--- config.mk ---
export PLATFORM = sky130hd
export DESIGN_NAME = data_mem_unit_flat
export DESIGN_NICKNAME = d
export VERILOG_FILES = /design/src/rtl/data_mem_unit_if.sv /design/src/rtl/data_mem_unit.sv /design/src/flat_wrapper.sv
export SDC_FILE = /design/constraint.sdc
export NUM_CORES = 1
export LEC_CHECK = 0
export ABC_AREA = 0
export CAP_MARGIN = 5
export CORE_UTILIZATION = 25
export CTS_BUF_LIST = sky130_fd_sc_hd__clkbuf_2
export DETAILED_ROUTE_END_ITERATION = 16
export PLACE_DENSITY_LB_ADDON = 0.08
export SLEW_MARGIN = 5
export SYNTH_ARGS = -nofsm -noshare
export SYNTH_HDL_FRONTEND = slang
export SYNTH_SLANG_ARGS = --single-unit
--- constraint.sdc ---
create_clock -name Clk -period 4.9 [get_ports Clk]
set_input_delay 0.735 -clock Clk [delete_from_list [all_inputs] [get_ports Clk]]
set_output_delay 0.735 -clock Clk [all_outputs]
set_load 0.005 [all_outputs]
--- src/rtl/data_mem_unit_if.sv ---
// ---------------------------------------------------------------------------
// data_mem_unit_if
//   Bundles the core-side memory controls and the data-RAM req/ack bus used by
//   data_mem_unit. Clock and reset stay outside as plain ports.
//
//   Core side : MemRead, MemWrite, Opcode, Address, WriteData -> unit
//               ReadData, Busy, Done, Error                    <- unit
//   RAM side  : ram_req, ram_we, ram_addr, ram_wdata, ram_be   <- unit
//               ram_rdata, ram_ack                             -> unit
//
//   modport slave  : the load/store unit's view
//   modport master : the environment's view (core plus data RAM)
// ---------------------------------------------------------------------------
interface data_mem_unit_if;
    logic        MemRead;
    logic        MemWrite;
    logic [5:0]  Opcode;
    logic [31:0] Address;
    logic [31:0] WriteData;
    logic [31:0] ReadData;
    logic        Busy;
    logic        Done;
    logic        Error;
    logic        ram_req;
    logic        ram_we;
    logic [31:0] ram_addr;
    logic [31:0] ram_wdata;
    logic [3:0]  ram_be;
    logic [31:0] ram_rdata;
    logic        ram_ack;

    modport slave (
        input  MemRead, MemWrite, Opcode, Address, WriteData, ram_rdata, ram_ack,
        output ReadData, Busy, Done, Error, ram_req, ram_we, ram_addr, ram_wdata, ram_be
    );

    modport master (
        output MemRead, MemWrite, Opcode, Address, WriteData, ram_rdata, ram_ack,
        input  ReadData, Busy, Done, Error, ram_req, ram_we, ram_addr, ram_wdata, ram_be
    );
endinterface

--- src/rtl/data_mem_unit.sv ---
// ---------------------------------------------------------------------------
// data_mem_unit
//   Load/store stage behind the core. Accepts LW/LB/SW/SB requests, runs one
//   req/ack transaction on the data RAM, returns load data on ReadData.
//   Misaligned word accesses and illegal requests finish immediately with
//   Error and never touch the RAM.
//
//   Ports:
//     Clk    - clock, all state changes on posedge
//     Reset  - synchronous, active-high
//     bus    - data_mem_unit_if.slave (core controls + RAM req/ack bus)
//
//   Parameter:
//     TIMEOUT_CYCLES - REQ cycles without ram_ack before the request is aborted
//
//   Optional feature macro:
//     DMEM_TIMEOUT_EN - when defined, a stalled REQ aborts with Error after
//                       TIMEOUT_CYCLES cycles; otherwise REQ waits forever.
// ---------------------------------------------------------------------------
module data_mem_unit #(
    parameter int unsigned TIMEOUT_CYCLES = 16
) (
    input logic           Clk,
    input logic           Reset,
    data_mem_unit_if.slave bus
);
    localparam logic [5:0] OpLb = 6'b100000;
    localparam logic [5:0] OpLw = 6'b100011;
    localparam logic [5:0] OpSb = 6'b101000;
    localparam logic [5:0] OpSw = 6'b101011;

    if (TIMEOUT_CYCLES < 1) begin : gBadTimeout
        $error("TIMEOUT_CYCLES must be at least 1");
    end

    typedef enum logic [1:0] {StIdle, StReq, StDone} state_t;
    state_t state;

    logic       reqByte;
    logic [1:0] reqLane;

    logic       isByte, isWord, illegal, misaligned;
    logic [3:0] laneMask;
    logic [7:0] laneByte;

    always_comb begin
        isByte     = (bus.Opcode == OpLb) || (bus.Opcode == OpSb);
        isWord     = (bus.Opcode == OpLw) || (bus.Opcode == OpSw);
        // Opcode must match the direction actually requested.
        illegal    = (bus.MemRead & bus.MemWrite)
                   | (bus.MemRead  & (bus.Opcode != OpLb) & (bus.Opcode != OpLw))
                   | (bus.MemWrite & (bus.Opcode != OpSb) & (bus.Opcode != OpSw));
        misaligned = isWord && (bus.Address[1:0] != 2'b00);
        laneMask   = 4'b0001 << bus.Address[1:0];
        case (reqLane)
            2'd0:    laneByte = bus.ram_rdata[7:0];
            2'd1:    laneByte = bus.ram_rdata[15:8];
            2'd2:    laneByte = bus.ram_rdata[23:16];
            default: laneByte = bus.ram_rdata[31:24];
        endcase
    end

`ifdef DMEM_TIMEOUT_EN
    localparam int unsigned CntW = $clog2(TIMEOUT_CYCLES + 1);
    logic [CntW-1:0] timeoutCnt;
`endif

    always_ff @(posedge Clk) begin
        if (Reset) begin
            state         <= StIdle;
            bus.ReadData  <= '0;
            bus.Busy      <= 1'b0;
            bus.Done      <= 1'b0;
            bus.Error     <= 1'b0;
            bus.ram_req   <= 1'b0;
            bus.ram_we    <= 1'b0;
            bus.ram_addr  <= '0;
            bus.ram_wdata <= '0;
            bus.ram_be    <= '0;
            reqByte       <= 1'b0;
            reqLane       <= '0;
`ifdef DMEM_TIMEOUT_EN
            timeoutCnt    <= '0;
`endif
        end else begin
            case (state)
                StIdle: begin
                    bus.Done  <= 1'b0;
                    bus.Error <= 1'b0;
                    if (bus.MemRead | bus.MemWrite) begin
                        bus.Busy <= 1'b1;
                        if (illegal || misaligned) begin
                            state     <= StDone;
                            bus.Done  <= 1'b1;
                            bus.Error <= 1'b1;
                        end else begin
                            state         <= StReq;
                            bus.ram_req   <= 1'b1;
                            bus.ram_we    <= bus.MemWrite;
                            bus.ram_addr  <= {bus.Address[31:2], 2'b00};
                            bus.ram_be    <= isByte ? laneMask : 4'b1111;
                            bus.ram_wdata <= isByte ? {4{bus.WriteData[7:0]}} : bus.WriteData;
                            reqByte       <= isByte;
                            reqLane       <= bus.Address[1:0];
                        end
                    end
                end
                StReq: begin
                    // Ack takes priority over an expiry on the same edge.
                    if (bus.ram_ack) begin
                        bus.ram_req <= 1'b0;
                        if (!bus.ram_we)
                            bus.ReadData <= reqByte ? {{24{laneByte[7]}}, laneByte} : bus.ram_rdata;
                        state    <= StDone;
                        bus.Done <= 1'b1;
`ifdef DMEM_TIMEOUT_EN
                        timeoutCnt <= '0;
                    end else if (timeoutCnt == CntW'(TIMEOUT_CYCLES - 1)) begin
                        bus.ram_req <= 1'b0;
                        state       <= StDone;
                        bus.Done    <= 1'b1;
                        bus.Error   <= 1'b1;
                        timeoutCnt  <= '0;
                    end else begin
                        timeoutCnt <= timeoutCnt + CntW'(1);
`endif
                    end
                end
                StDone: begin
                    state     <= StIdle;
                    bus.Done  <= 1'b0;
                    bus.Error <= 1'b0;
                    bus.Busy  <= 1'b0;
                end
                default: state <= StIdle;
            endcase
        end
    end
endmodule

--- src/flat_wrapper.sv ---
// flat-port wrapper written by rule: the top's interface ports become plain ports
module data_mem_unit_flat 
#(
    parameter int unsigned TIMEOUT_CYCLES = 16
)
  (Clk, Reset, bus_MemRead, bus_MemWrite, bus_Opcode, bus_Address, bus_WriteData, bus_ram_rdata, bus_ram_ack, bus_ReadData, bus_Busy, bus_Done, bus_Error, bus_ram_req, bus_ram_we, bus_ram_addr, bus_ram_wdata, bus_ram_be);
  data_mem_unit_if bus_i ();
  input logic Clk;
  input logic Reset;
  input wire logic [$bits(bus_i.MemRead)-1:0] bus_MemRead;
  input wire logic [$bits(bus_i.MemWrite)-1:0] bus_MemWrite;
  input wire logic [$bits(bus_i.Opcode)-1:0] bus_Opcode;
  input wire logic [$bits(bus_i.Address)-1:0] bus_Address;
  input wire logic [$bits(bus_i.WriteData)-1:0] bus_WriteData;
  input wire logic [$bits(bus_i.ram_rdata)-1:0] bus_ram_rdata;
  input wire logic [$bits(bus_i.ram_ack)-1:0] bus_ram_ack;
  output wire logic [$bits(bus_i.ReadData)-1:0] bus_ReadData;
  output wire logic [$bits(bus_i.Busy)-1:0] bus_Busy;
  output wire logic [$bits(bus_i.Done)-1:0] bus_Done;
  output wire logic [$bits(bus_i.Error)-1:0] bus_Error;
  output wire logic [$bits(bus_i.ram_req)-1:0] bus_ram_req;
  output wire logic [$bits(bus_i.ram_we)-1:0] bus_ram_we;
  output wire logic [$bits(bus_i.ram_addr)-1:0] bus_ram_addr;
  output wire logic [$bits(bus_i.ram_wdata)-1:0] bus_ram_wdata;
  output wire logic [$bits(bus_i.ram_be)-1:0] bus_ram_be;
  assign bus_i.MemRead = bus_MemRead;
  assign bus_i.MemWrite = bus_MemWrite;
  assign bus_i.Opcode = bus_Opcode;
  assign bus_i.Address = bus_Address;
  assign bus_i.WriteData = bus_WriteData;
  assign bus_i.ram_rdata = bus_ram_rdata;
  assign bus_i.ram_ack = bus_ram_ack;
  assign bus_ReadData = bus_i.ReadData;
  assign bus_Busy = bus_i.Busy;
  assign bus_Done = bus_i.Done;
  assign bus_Error = bus_i.Error;
  assign bus_ram_req = bus_i.ram_req;
  assign bus_ram_we = bus_i.ram_we;
  assign bus_ram_addr = bus_i.ram_addr;
  assign bus_ram_wdata = bus_i.ram_wdata;
  assign bus_ram_be = bus_i.ram_be;
  data_mem_unit #(.TIMEOUT_CYCLES(TIMEOUT_CYCLES)) u_core (.Clk(Clk), .Reset(Reset), .bus(bus_i));
endmodule
==> impl_metrics.prom <==
# TYPE chip_impl_metric gauge
chip_impl_metric{name="design.final.nets",unit=""} 870
chip_impl_metric{name="worst_skew_pair.late_latency",unit="ns"} 0.62
chip_impl_metric{name="worst_setup_skew_after_layout",unit="ns"} 0.0327
chip_impl_metric{name="synth_cell_type_count",unit=""} 46
chip_impl_metric{name="wl",unit="um"} 16600
chip_impl_metric{name="synth_warnings",unit=""} 0
chip_impl_metric{name="ant_nets",unit=""} 0
chip_impl_metric{name="worst_slew_pin_slew",unit="ns"} 0.921
chip_impl_metric{name="post_cts_setup_buffer_count",unit=""} 0
chip_impl_metric{name="post_drt_wl_per_cell",unit="um"} 16.2
chip_impl_metric{name="deepest_clock_path_buffer_count",unit=""} 2
chip_impl_metric{name="synth_sequential_area_ratio",unit=""} 0.448
chip_impl_metric{name="relSlewSlack",unit=""} 0.386
chip_impl_metric{name="fill_cells",unit=""} 1952
chip_impl_info{name="rsz0062_at_grt",value="false"} 1
chip_impl_info{name="setup.worst_path.start",value="u_core.state[0]"} 1
chip_impl_info{name="cp_slowest_cell",value="sky130_fd_sc_hd__o221a_2"} 1
chip_impl_metric{name="synth_async_sr_flop_share",unit=""} 0
chip_impl_metric{name="layout.core_utilization",unit=""} 0.384
chip_impl_info{name="ys_dominant_reg_cell",value="sky130_fd_sc_hd__dfxtp_1"} 1
chip_impl_metric{name="final-hold-violation-count",unit=""} 0
chip_impl_metric{name="worst-endpoint-required",unit="ns"} 5.47
chip_impl_info{name="synth.area.top_cells",value="sky130_fd_sc_hd__dfxtp_1 45%, sky130_fd_sc_hd__nor3_1 7.5%, sky130_fd_sc_hd__nand2_1 6.6%"} 1
chip_impl_metric{name="ios",unit=""} 212
chip_impl_info{name="regToRegStartpoint",value="u_core.state[0]"} 1
chip_impl_metric{name="postSynthCellCount",unit=""} 582
chip_impl_metric{name="grt_pass1_vias",unit=""} 4727
chip_impl_metric{name="final_max_slew_viol_count",unit=""} 0
chip_impl_metric{name="rows",unit=""} 50
chip_impl_info{name="critPathCaptureType",value="flop"} 1
chip_impl_metric{name="drv_cap",unit=""} 0
chip_impl_metric{name="htree_num_levels",unit=""} 3
chip_impl_info{name="crit_chain",value="inv_1, ha_1, and4bb_2, o221a_2, buf_4, nand2_1, a21oi_1"} 1
chip_impl_metric{name="cts_hold_buf",unit=""} 0
chip_impl_metric{name="globalplace.congestion",unit=""} 0.831
chip_impl_metric{name="fmaxAchievable",unit="MHz"} 366
chip_impl_metric{name="cp_data_arrival_time",unit="ns"} 3.30
chip_impl_metric{name="post_cts.resized_instances",unit=""} 0
chip_impl_metric{name="vias",unit=""} 4727
chip_impl_metric{name="post_drt_via_cell_ratio",unit=""} 4.61
chip_impl_metric{name="drt_first_iter_violations",unit=""} 147
chip_impl_metric{name="multi_input_area",unit="um^2"} 2370
chip_impl_metric{name="wire_length_of_the_first_global_routing_pass",unit="um"} 25900
chip_impl_metric{name="synth_area_per_cell",unit="um^2"} 8.30
chip_impl_info{name="critical_path_launch_point_type",value="flop"} 1
chip_impl_info{name="path_class",value="reg -> reg"} 1
chip_impl_metric{name="cts.reportedPaths.clkPinSlew",unit="ns"} 0.28
chip_impl_info{name="synth_area_leader_cell",value="sky130_fd_sc_hd__dfxtp_1"} 1
chip_impl_metric{name="finalCritPeriodShare",unit=""} 0.557
chip_impl_metric{name="grt_antenna_before_repair",unit=""} 1
chip_impl_metric{name="area_delta_synth_final",unit="%"} 49.8
chip_impl_metric{name="cts_num_sinks",unit=""} 108
chip_impl_metric{name="grt_max_degree",unit=""} 71
chip_impl_metric{name="die_area",unit="um^2"} 19900
chip_impl_metric{name="drt_first_pass_iters",unit=""} 6
chip_impl_metric{name="finalSetupTns",unit="ns"} 0
chip_impl_metric{name="synth_edf_count",unit=""} 0
chip_impl_info{name="holdCritPathClass",value="reg -> reg"} 1
chip_impl_metric{name="path_buf_inv",unit=""} 2
chip_impl_metric{name="initial_core_util",unit=""} 0.256
chip_impl_metric{name="drive_gt1_frac",unit=""} 0.0784
chip_impl_metric{name="final_worst_path_setup_slack",unit="ns"} 2.17
chip_impl_info{name="hold_path_startpoint",value="u_core.bus.ram_addr[17]"} 1
chip_impl_info{name="cts_root_buf",value="sky130_fd_sc_hd__clkbuf_2"} 1
chip_impl_metric{name="grt.overflow.total",unit=""} 0
chip_impl_metric{name="final_period_minus_worst_setup_slack",unit="ns"} 2.73
chip_impl_metric{name="share_of_yosys_cell_area_claimed_by_the_top_area_cell_type",unit=""} 0.448
chip_impl_metric{name="number_of_port_buffers",unit=""} 209
chip_impl_metric{name="die_h",unit="um"} 141
chip_impl_info{name="crit_family",value="compound AO/OA/AOI/OAI gates"} 1
chip_impl_metric{name="drc",unit=""} 0
chip_impl_metric{name="cts-buffers-inserted",unit=""} 9
chip_impl_metric{name="total_power",unit="mW"} 1.61
chip_impl_metric{name="grt_util_all_layers",unit=""} 0.168
chip_impl_metric{name="crit_path_max_fanout",unit=""} 43
chip_impl_metric{name="dp_worst_setup_slack",unit="ns"} 1.63
chip_impl_metric{name="core_area",unit="um^2"} 18800
chip_impl_metric{name="synthesis.area",unit="um^2"} 4830
chip_impl_metric{name="slowest_delay",unit="ns"} 0.81
chip_impl_metric{name="final-seq-area",unit="um^2"} 2160
chip_impl_info{name="cts_tree",value="yes"} 1
chip_impl_metric{name="hpwl",unit="um"} 11700
chip_impl_metric{name="power_density",unit="nW/um^2"} 223
chip_impl_info{name="outcome",value="finished, final reports clean"} 1
chip_impl_metric{name="worst_ir_drop_vdd",unit="mV"} 0.170
chip_impl_metric{name="setup_viol",unit=""} 0
chip_impl_metric{name="chipWidth",unit="um"} 141
chip_impl_metric{name="leakage",unit="nW"} 2.40
chip_impl_metric{name="postSynthRegisterBits",unit=""} 108
[cells by family (layout without fill, tap and decap cells)]
group | Yosys count | after routing | synth area share
flip-flops | 108 | 108 | 0.448
buffers and inverters | 67 | 249 | 0.0640
multiplexers | 10 | 10 | 0.0277
AO/OA/AOI/OAI | 107 | 107 | 0.157
adder cells (fa/ha/maj) | 3 | 3 | 0.00777
AND/OR/NAND/NOR | 286 | 286 | 0.295
other | 1 | 3 | 0.000777
[sequential cells by signal, indices dropped and copies added (netlist names), 2 cells and up]
| name | count |
|---|---|
| u_core.bus.ram_addr | 30 |
| u_core.bus.ReadData | 32 |
| u_core.reqLane | 2 |
| u_core.bus.ram_wdata | 32 |
| u_core.bus.ram_be | 4 |
| u_core.state | 2 |
[power breakdown]
group          internal [mW]  switching [mW]  leakage [nW]
Combinational          0.112          0.0775          1.44
Clock                  0.217           0.312        0.0895
Sequential             0.891         0.00502         0.871
Total                   1.22           0.395          2.40
[through the flow]
stage,hold slack (ns),instances,cell area [um^2]
finish,0.475,1026,7230
global placement,0.443,1009,7070
global route,0.492,1026,7230
floorplan,0.453,583,4830
detailed placement,0.450,1009,7070
CTS,0.479,1025,7230
[cell usage after synthesis, types with 6 or more instances]
cell type / count
sky130_fd_sc_hd__buf_2: 19
sky130_fd_sc_hd__a22o_1: 6
sky130_fd_sc_hd__nor3_2: 21
sky130_fd_sc_hd__clkbuf_1: 25
sky130_fd_sc_hd__mux2_1: 7
sky130_fd_sc_hd__nor2b_1: 28
sky130_fd_sc_hd__dfxtp_1: 108
sky130_fd_sc_hd__nand2_1: 85
sky130_fd_sc_hd__a21oi_1: 44
sky130_fd_sc_hd__a221oi_1: 7
sky130_fd_sc_hd__a211oi_1: 25
sky130_fd_sc_hd__a211oi_2: 6
sky130_fd_sc_hd__inv_1: 16
sky130_fd_sc_hd__nor3_1: 72
sky130_fd_sc_hd__nor2_1: 68
[per-layer routing]
layer | vias to the layer above | GRT usage | wire [um]
li1 | 2351 | - | -
met1 | 2196 | 0.199 | 7100
met2 | 164 | 0.280 | 7850
met3 | 16 | 0.0686 | 1420
met4 | 0 | 0.0463 | 264
met5 | - | 0 | 0
[worst register-to-register path, cell delays in order, from the launching register on]
cell,delay (ns)
sky130_fd_sc_hd__dfxtp_1,0.39
sky130_fd_sc_hd__inv_1,0.08
sky130_fd_sc_hd__ha_1,0.39
sky130_fd_sc_hd__and4bb_2,0.34
sky130_fd_sc_hd__o221a_2,0.81
sky130_fd_sc_hd__buf_4,0.46
sky130_fd_sc_hd__nand2_1,0.11
sky130_fd_sc_hd__a21oi_1,0.13
[cell usage in the layout (no fill, tap or decap), drive strengths merged, types with 6 or more instances in the layout]
master	instances
a22o	6
clkdlybuf4s50	208
a21oi	44
nor2b	28
clkbuf	9
a221oi	7
dfxtp	108
mux2	7
buf	9
nor3	93
nand2	85
a211oi	31
inv	16
nor2	68
[cell type report]
cell class / count / share of cell area
clock inverters: 7 / 0.0159
inverters: 16 / 0.00830
clock buffers: 9 / 0.00623
repair buffers: 217 / 0.297
well taps: 260 / 0.0450
diodes: 1 / 0.000346
flip-flops and latches: 108 / 0.299
multi-input cells: 408 / 0.328
[path summary, 6_finish.rpt]
kind,endpoint,slack [ns],cells after the start
setup / recovery,u_core.bus.ram_addr[28],2.17,7
hold / removal,u_core.bus.ram_addr[17],0.48,2
setup reg to reg,u_core.bus.ram_addr[28],2.17,7
hold reg to reg,u_core.bus.ram_addr[17],0.48,2
(Power assumes the default switching activity.)
